### src/rtl/divider_unit.sv
// divider_unit: sequential 32-bit unsigned restoring divider (DIVU).
// Produces one quotient bit per clock. On an OUT command the finished
// result is captured into dataOut as {remainder, quotient}.
module divider_unit #(
  parameter logic [5:0] DIVU  = 6'b011011,
  parameter logic [5:0] OUT   = 6'b111111,
  parameter int         WIDTH = 32
) (
  input  logic               clk,
  input  logic               reset,
  input  logic [WIDTH-1:0]   dataA,
  input  logic [WIDTH-1:0]   dataB,
  input  logic [5:0]         Signal,
  output logic [2*WIDTH-1:0] dataOut,
  output logic               busy,
  output logic               done,
  output logic               divZero
);

  typedef enum logic [1:0] {
    IDLE = 2'd0,
    RUN  = 2'd1,
    DONE = 2'd2
  } state_t;

  // Count value seen on the edge that completes the final iteration.
  localparam logic [5:0] LAST_COUNT = 6'(WIDTH - 1);

  state_t               state_r, state_nx;
  logic [2*WIDTH-1:0]   rem_r, rem_nx;
  logic [WIDTH-1:0]     dvsr_r, dvsr_nx;
  logic [5:0]           count_r, count_nx;
  logic [2*WIDTH-1:0]   data_out_r, data_out_nx;
  logic                 div_zero_r, div_zero_nx;
  logic                 busy_r, done_r;

  // Shifted upper half and trial difference; one extra bit so that
  // divisors with the MSB set still compare correctly.
  logic [WIDTH:0]       shifted_s;
  logic [WIDTH:0]       diff_s;
  logic                 start_s;

  assign shifted_s = {rem_r[2*WIDTH-1:WIDTH], rem_r[WIDTH-1]};
  assign diff_s    = shifted_s - {1'b0, dvsr_r};
  // A new division may begin only when not already iterating.
  assign start_s   = (Signal == DIVU) && (state_r != RUN);

  // Next-state and datapath update for the IDLE/RUN/DONE controller.
  always_comb begin
    state_nx    = state_r;
    rem_nx      = rem_r;
    dvsr_nx     = dvsr_r;
    count_nx    = count_r;
    data_out_nx = data_out_r;
    div_zero_nx = div_zero_r;

    case (state_r)
      IDLE: begin
        state_nx = IDLE;
      end
      RUN: begin
        if (diff_s[WIDTH] == 1'b0) begin
          rem_nx = {diff_s[WIDTH-1:0], rem_r[WIDTH-2:0], 1'b1};
        end else begin
          rem_nx = {shifted_s[WIDTH-1:0], rem_r[WIDTH-2:0], 1'b0};
        end
        count_nx = count_r + 6'd1;
        if (count_r == LAST_COUNT) begin
          state_nx = DONE;
        end else begin
          state_nx = RUN;
        end
      end
      DONE: begin
        if (Signal == OUT) begin
          data_out_nx = rem_r;
          div_zero_nx = 1'b0;
          state_nx    = IDLE;
        end else begin
          state_nx = DONE;
        end
      end
      default: begin
        state_nx = IDLE;
      end
    endcase

    // Operand load overrides the hold paths of IDLE and DONE; an
    // uncaptured result in DONE is simply discarded.
    if (start_s) begin
      dvsr_nx  = dataB;
      count_nx = 6'd0;
      if (dataB == {WIDTH{1'b0}}) begin
        rem_nx      = {dataA, {WIDTH{1'b1}}};
        div_zero_nx = 1'b1;
        state_nx    = DONE;
      end else begin
        rem_nx      = {{WIDTH{1'b0}}, dataA};
        div_zero_nx = 1'b0;
        state_nx    = RUN;
      end
    end else begin
      dvsr_nx = dvsr_nx;
    end
  end

  // State, datapath and registered status outputs.
  always_ff @(posedge clk or posedge reset) begin
    if (reset) begin
      state_r    <= IDLE;
      rem_r      <= {(2*WIDTH){1'b0}};
      dvsr_r     <= {WIDTH{1'b0}};
      count_r    <= 6'd0;
      data_out_r <= {(2*WIDTH){1'b0}};
      div_zero_r <= 1'b0;
      busy_r     <= 1'b0;
      done_r     <= 1'b0;
    end else begin
      state_r    <= state_nx;
      rem_r      <= rem_nx;
      dvsr_r     <= dvsr_nx;
      count_r    <= count_nx;
      data_out_r <= data_out_nx;
      div_zero_r <= div_zero_nx;
      busy_r     <= (state_nx == RUN);
      done_r     <= (state_nx == DONE);
    end
  end

  assign dataOut = data_out_r;
  assign busy    = busy_r;
  assign done    = done_r;
  assign divZero = div_zero_r;

endmodule

### config.mk
export PLATFORM = sky130hd
export DESIGN_NAME = divider_unit
export DESIGN_NICKNAME = d
export VERILOG_FILES = /design/src/rtl/divider_unit.sv
export SDC_FILE = /design/constraint.sdc
export NUM_CORES = 1
export LEC_CHECK = 0
export CORE_MARGIN = 2
export CORE_UTILIZATION = 51
export DETAILED_ROUTE_END_ITERATION = 8
export GPL_TIMING_DRIVEN = 0
export PLACE_DENSITY_LB_ADDON = 0.12
export SYNTH_ARGS = -nofsm -noshare
export SYNTH_HDL_FRONTEND = slang
export SYNTH_SLANG_ARGS = --single-unit
### constraint.sdc
create_clock -name clk -period 15.3 [get_ports clk]
set_input_delay 3.825 -clock clk [delete_from_list [all_inputs] [get_ports clk]]
set_output_delay 3.825 -clock clk [all_outputs]
set_load 0.01 [all_outputs]
==> results.py <==
metrics = {
    "outcome": {
        "run_status": "finished, final reports clean",
    },
    "worst_setup_path": {
        "crit_chain": "clkdlybuf4s50_1 > nor4_1 > nand4_1 > nor2_1 > clkbuf_1 > nand3_1 > a32oi_1",
        "crit_fanout": 10,
        "critPathTopFamily": "simple AND/OR/NAND/NOR gates",
        "crit_required_ns": 15.64,
        "max_stage_delay_ns": 0.65,
        "endpoint_kind": "register",
        "path_buf_inv": 2,
        "worstSetupStartpointType": "input pin",
        "path_class": "in -> reg",
        "crit_arrival_ns": 6.77,
        "cp_slowest_cell": "nor2_1",
    },
    "finish": {
        "fillers": 1451,
        "multi_input_comb_area_mm2": 0.00433,
        "seq_area_mm2": 0.00428,
        "syn_to_final_growth_pct": 25.7,
        "diodes": 0,
        "drive_gt1_share_pct": 10.9,
        "nNetsFinal": 1190,
    },
    "grt": {
        "track_usage_pct": 27.2,
        "grt_max_degree": 113,
        "antenna_found_initial": 0,
        "overflow": 0,
        "grt_pass1_wl_mm": 39.1,
        "grt_pass1_vias": 7470,
    },
    "pwr": {
        "ir_drop_uv": 124,
        "p_comb_share_pct": 45.2,
        "netSwitchingPower_uw": 829,
        "switching_share_pct": 40.0,
        "p_total_mw": 2.07,
        "p_leak_nw": 5.08,
        "pwr-share-seq_pct": 32.7,
        "p_int_mw": 1.24,
        "power.density_mw_per_mm2": 182,
        "clkPwrFrac_pct": 22.1,
    },
    "detailed_routing": {
        "wl_per_cell_um": 18.6,
        "num_vias": 7627,
        "dr_wl_met2_mm": 11.9,
        "wirelength_mm": 24.5,
        "dr.first_iter.drc_count": 669,
        "highest_layer": "met4",
        "wl_met1_mm": 11.0,
        "ant_nets": 0,
        "wl_met3_mm": 1.19,
        "routed_via_density": 5.78,
        "drc": 0,
        "dr.pass1.iters": 5,
    },
    "timing": {
        "rsz0062_at_grt": "false",
        "fin_crit_sh_pct": 42.1,
        "fin_skew_ns": 0.00917,
        "setup_viol": 0,
        "final_max_slew_viol_count": 0,
        "maxSlewHeadroom_pct": 53.6,
        "finalHoldViolCount": 0,
        "min_period_ns": 6.43,
        "timing.setup.tns_ns": 0,
        "fmax_mhz": 155,
        "fin_ws_ns": 8.87,
        "holdWs_ns": 0.498,
        "worstMarginPinSlew_ns": 0.696,
    },
    "clocking": {
        "ctsHtreeMaxLevel": 4,
        "cts-root-buf": "clkbuf_16",
        "path_clk_slew_ns": 0.06,
        "numCtsBuffers": 17,
        "clock_latency_ns": 0.43,
        "cts_tree": "built",
        "ctsResizeCount": 0,
        "clock-sinks": 171,
        "hold_buffers": 0,
        "cts_setup_buffers": 0,
        "cts_buffer_depth": 2,
    },
    "logic_synthesis": {
        "synthesis.nets": 1032,
        "synthCells": 924,
        "ys_seq_area_share_pct": 47.4,
        "ys_types": 56,
        "syn_area_per_cell_um2": 9.77,
        "ys_seq_elements": 171,
        "syn_area_mm2": 0.00903,
        "async_reset_ff_share_pct": 100,
        "synth_enable_flop_cells": 0,
        "ys.flop_type": "dfrtp_1",
        "synth-warning-count": 0,
    },
    "die": {
        "dieArea_mm2": 0.0188,
        "rows": 48,
        "die_h_um": 137,
        "core-area_mm2": 0.0173,
        "ios": 139,
        "fp.dieW_um": 137,
        "start_util_pct": 52.2,
    },
    "place": {
        "portBuffers": 138,
        "gp_congestion": 0.889,
        "place_ws_ns": 8.59,
        "hpwlAfterDp_mm": 18.5,
    },
    "flow_run": {
        "max_cap_violations": 0,
    },
    "min_path": {
        "hold_path_class": "reg -> reg",
    },
}
[power by group through the flow]
stage / Sequential (mW) / Clock [mW] / Combinational (mW)
2_1_floorplan: 0.639 / 0 / 0.725
3_3_place_gp: 0.682 / 0 / 0.904
3_5_place_dp: 0.684 / 0 / 0.921
4_1_cts: 0.676 / 0.462 / 0.929
5_1_grt: 0.690 / 0.483 / 1.04
6_report: 0.677 / 0.459 / 0.935
[synth_stat cells (5+ instances only)]
master / instances / share of area, %
nor2_1: 67 / 2.8
o21ai_1: 12 / 0.67
buf_2: 7 / 0.39
nor4_1: 8 / 0.55
a21o_1: 12 / 1.0
a22oi_1: 14 / 1.2
o31ai_1: 34 / 2.8
a21oi_1: 39 / 2.2
xor2_1: 11 / 1.1
nand3_1: 27 / 1.5
o211ai_1: 5 / 0.42
a31oi_1: 20 / 1.4
nand4_1: 14 / 0.97
o21bai_1: 5 / 0.42
mux2i_1: 15 / 1.7
inv_1: 40 / 1.7
mux2_2: 62 / 7.7
dfrtp_1: 171 / 47
ha_1: 35 / 4.8
xnor2_1: 16 / 1.6
o21ai_0: 60 / 3.3
clkbuf_1: 43 / 1.8
nand2b_1: 8 / 0.55
nor3_1: 35 / 1.9
nand2_1: 105 / 4.4
[sequential cells by signal, indices dropped and copies added, names as in the netlist]
name and cells:
busy 1, count_r 6, dataOut 64, divZero 1
done 1, dvsr_r 32, rem_r 64, state_r 2
[logic make-up after synthesis]
| group | synth area share, % |
|---|---|
| xor+xnor | 2.62 |
| flops | 47.4 |
| simple gates | 14.6 |
| mux | 9.39 |
| compound gates | 16.2 |
| buf+inv | 4.67 |
| fa+ha+maj | 5.07 |
[worst reg2reg max path: cells and delay by family, from the launching register on]
family,cells,cell delay (ns)
adders and majority gates,2,0.61
AOI/OAI and AO/OA,5,1.08
and+or+nand+nor,4,1.03
DFF,1,0.41
buffers and inverters,2,0.35
[routing by layer]
metal,GRT usage (%),vias to the layer above
li1,-,3611
met1,37.4,3763
met2,44.8,225
met3,4.81,28
met4,6.99,0
met5,0,-
[path summary, 6_finish.rpt]
kind,startpoint,to,slack (ns),depth (start not counted)
max,dataB[1],rem_r[59],8.87,7
max reg2reg,rem_r[31],rem_r[33],11.73,13
min reg2reg,dataOut[32],dataOut[32],0.50,2
max in group asynchronous,reset,rem_r[61],10.59,3
min,dataOut[32],dataOut[32],0.50,2
min in group asynchronous,reset,dataOut[6],3.80,2
[layout by cell type, fill, tap and decap left out, drive strengths merged, types with 2 or more instances in the layout]
master / instances
clkinv: 4
clkdlybuf4s50: 138
a21oi: 41
nand2b: 8
a31o: 2
nor2: 67
ha: 35
mux2: 62
nor4: 8
clkinvlp: 2
a21o: 12
nand4b: 2
a211oi: 5
and2: 2
o211ai: 5
clkbuf: 67
bufinv: 3
a221oi: 3
nand4: 14
nor3: 35
xnor2: 16
a22oi: 14
a22o: 3
nand3: 27
and3: 4
dfrtp: 171
inv: 40
o21ai: 72
o21a: 3
mux2i: 15
nor2b: 4
a31oi: 21
or3: 4
xor2: 11
nand2: 105
o21bai: 5
a32oi: 4
buf: 17
o31ai: 34
[layout make-up]
| cell class | instances | area share [%] |
|---|---|---|
| Buffer | 60 | 2.39 |
| Clock buffer | 23 | 4.30 |
| Clock inverter | 9 | 1.20 |
| Inverter | 40 | 1.39 |
| Multi-Input combinational cell | 653 | 38.1 |
| Sequential cell | 171 | 37.7 |
| Tap cell | 225 | 2.48 |
| Timing Repair Buffer | 139 | 12.4 |
[stage by stage]
step / util, % / instances / cell area [µm²]
floorplan: - / 924 / 9030
global placement: 61.8 / 1287 / 10700
detailed placement: 62.0 / 1288 / 10700
CTS: 65.6 / 1320 / 11400
global route: 65.6 / 1320 / 11400
finish: 65.6 / 1320 / 11400
Power figures use the tool's default switching activity.
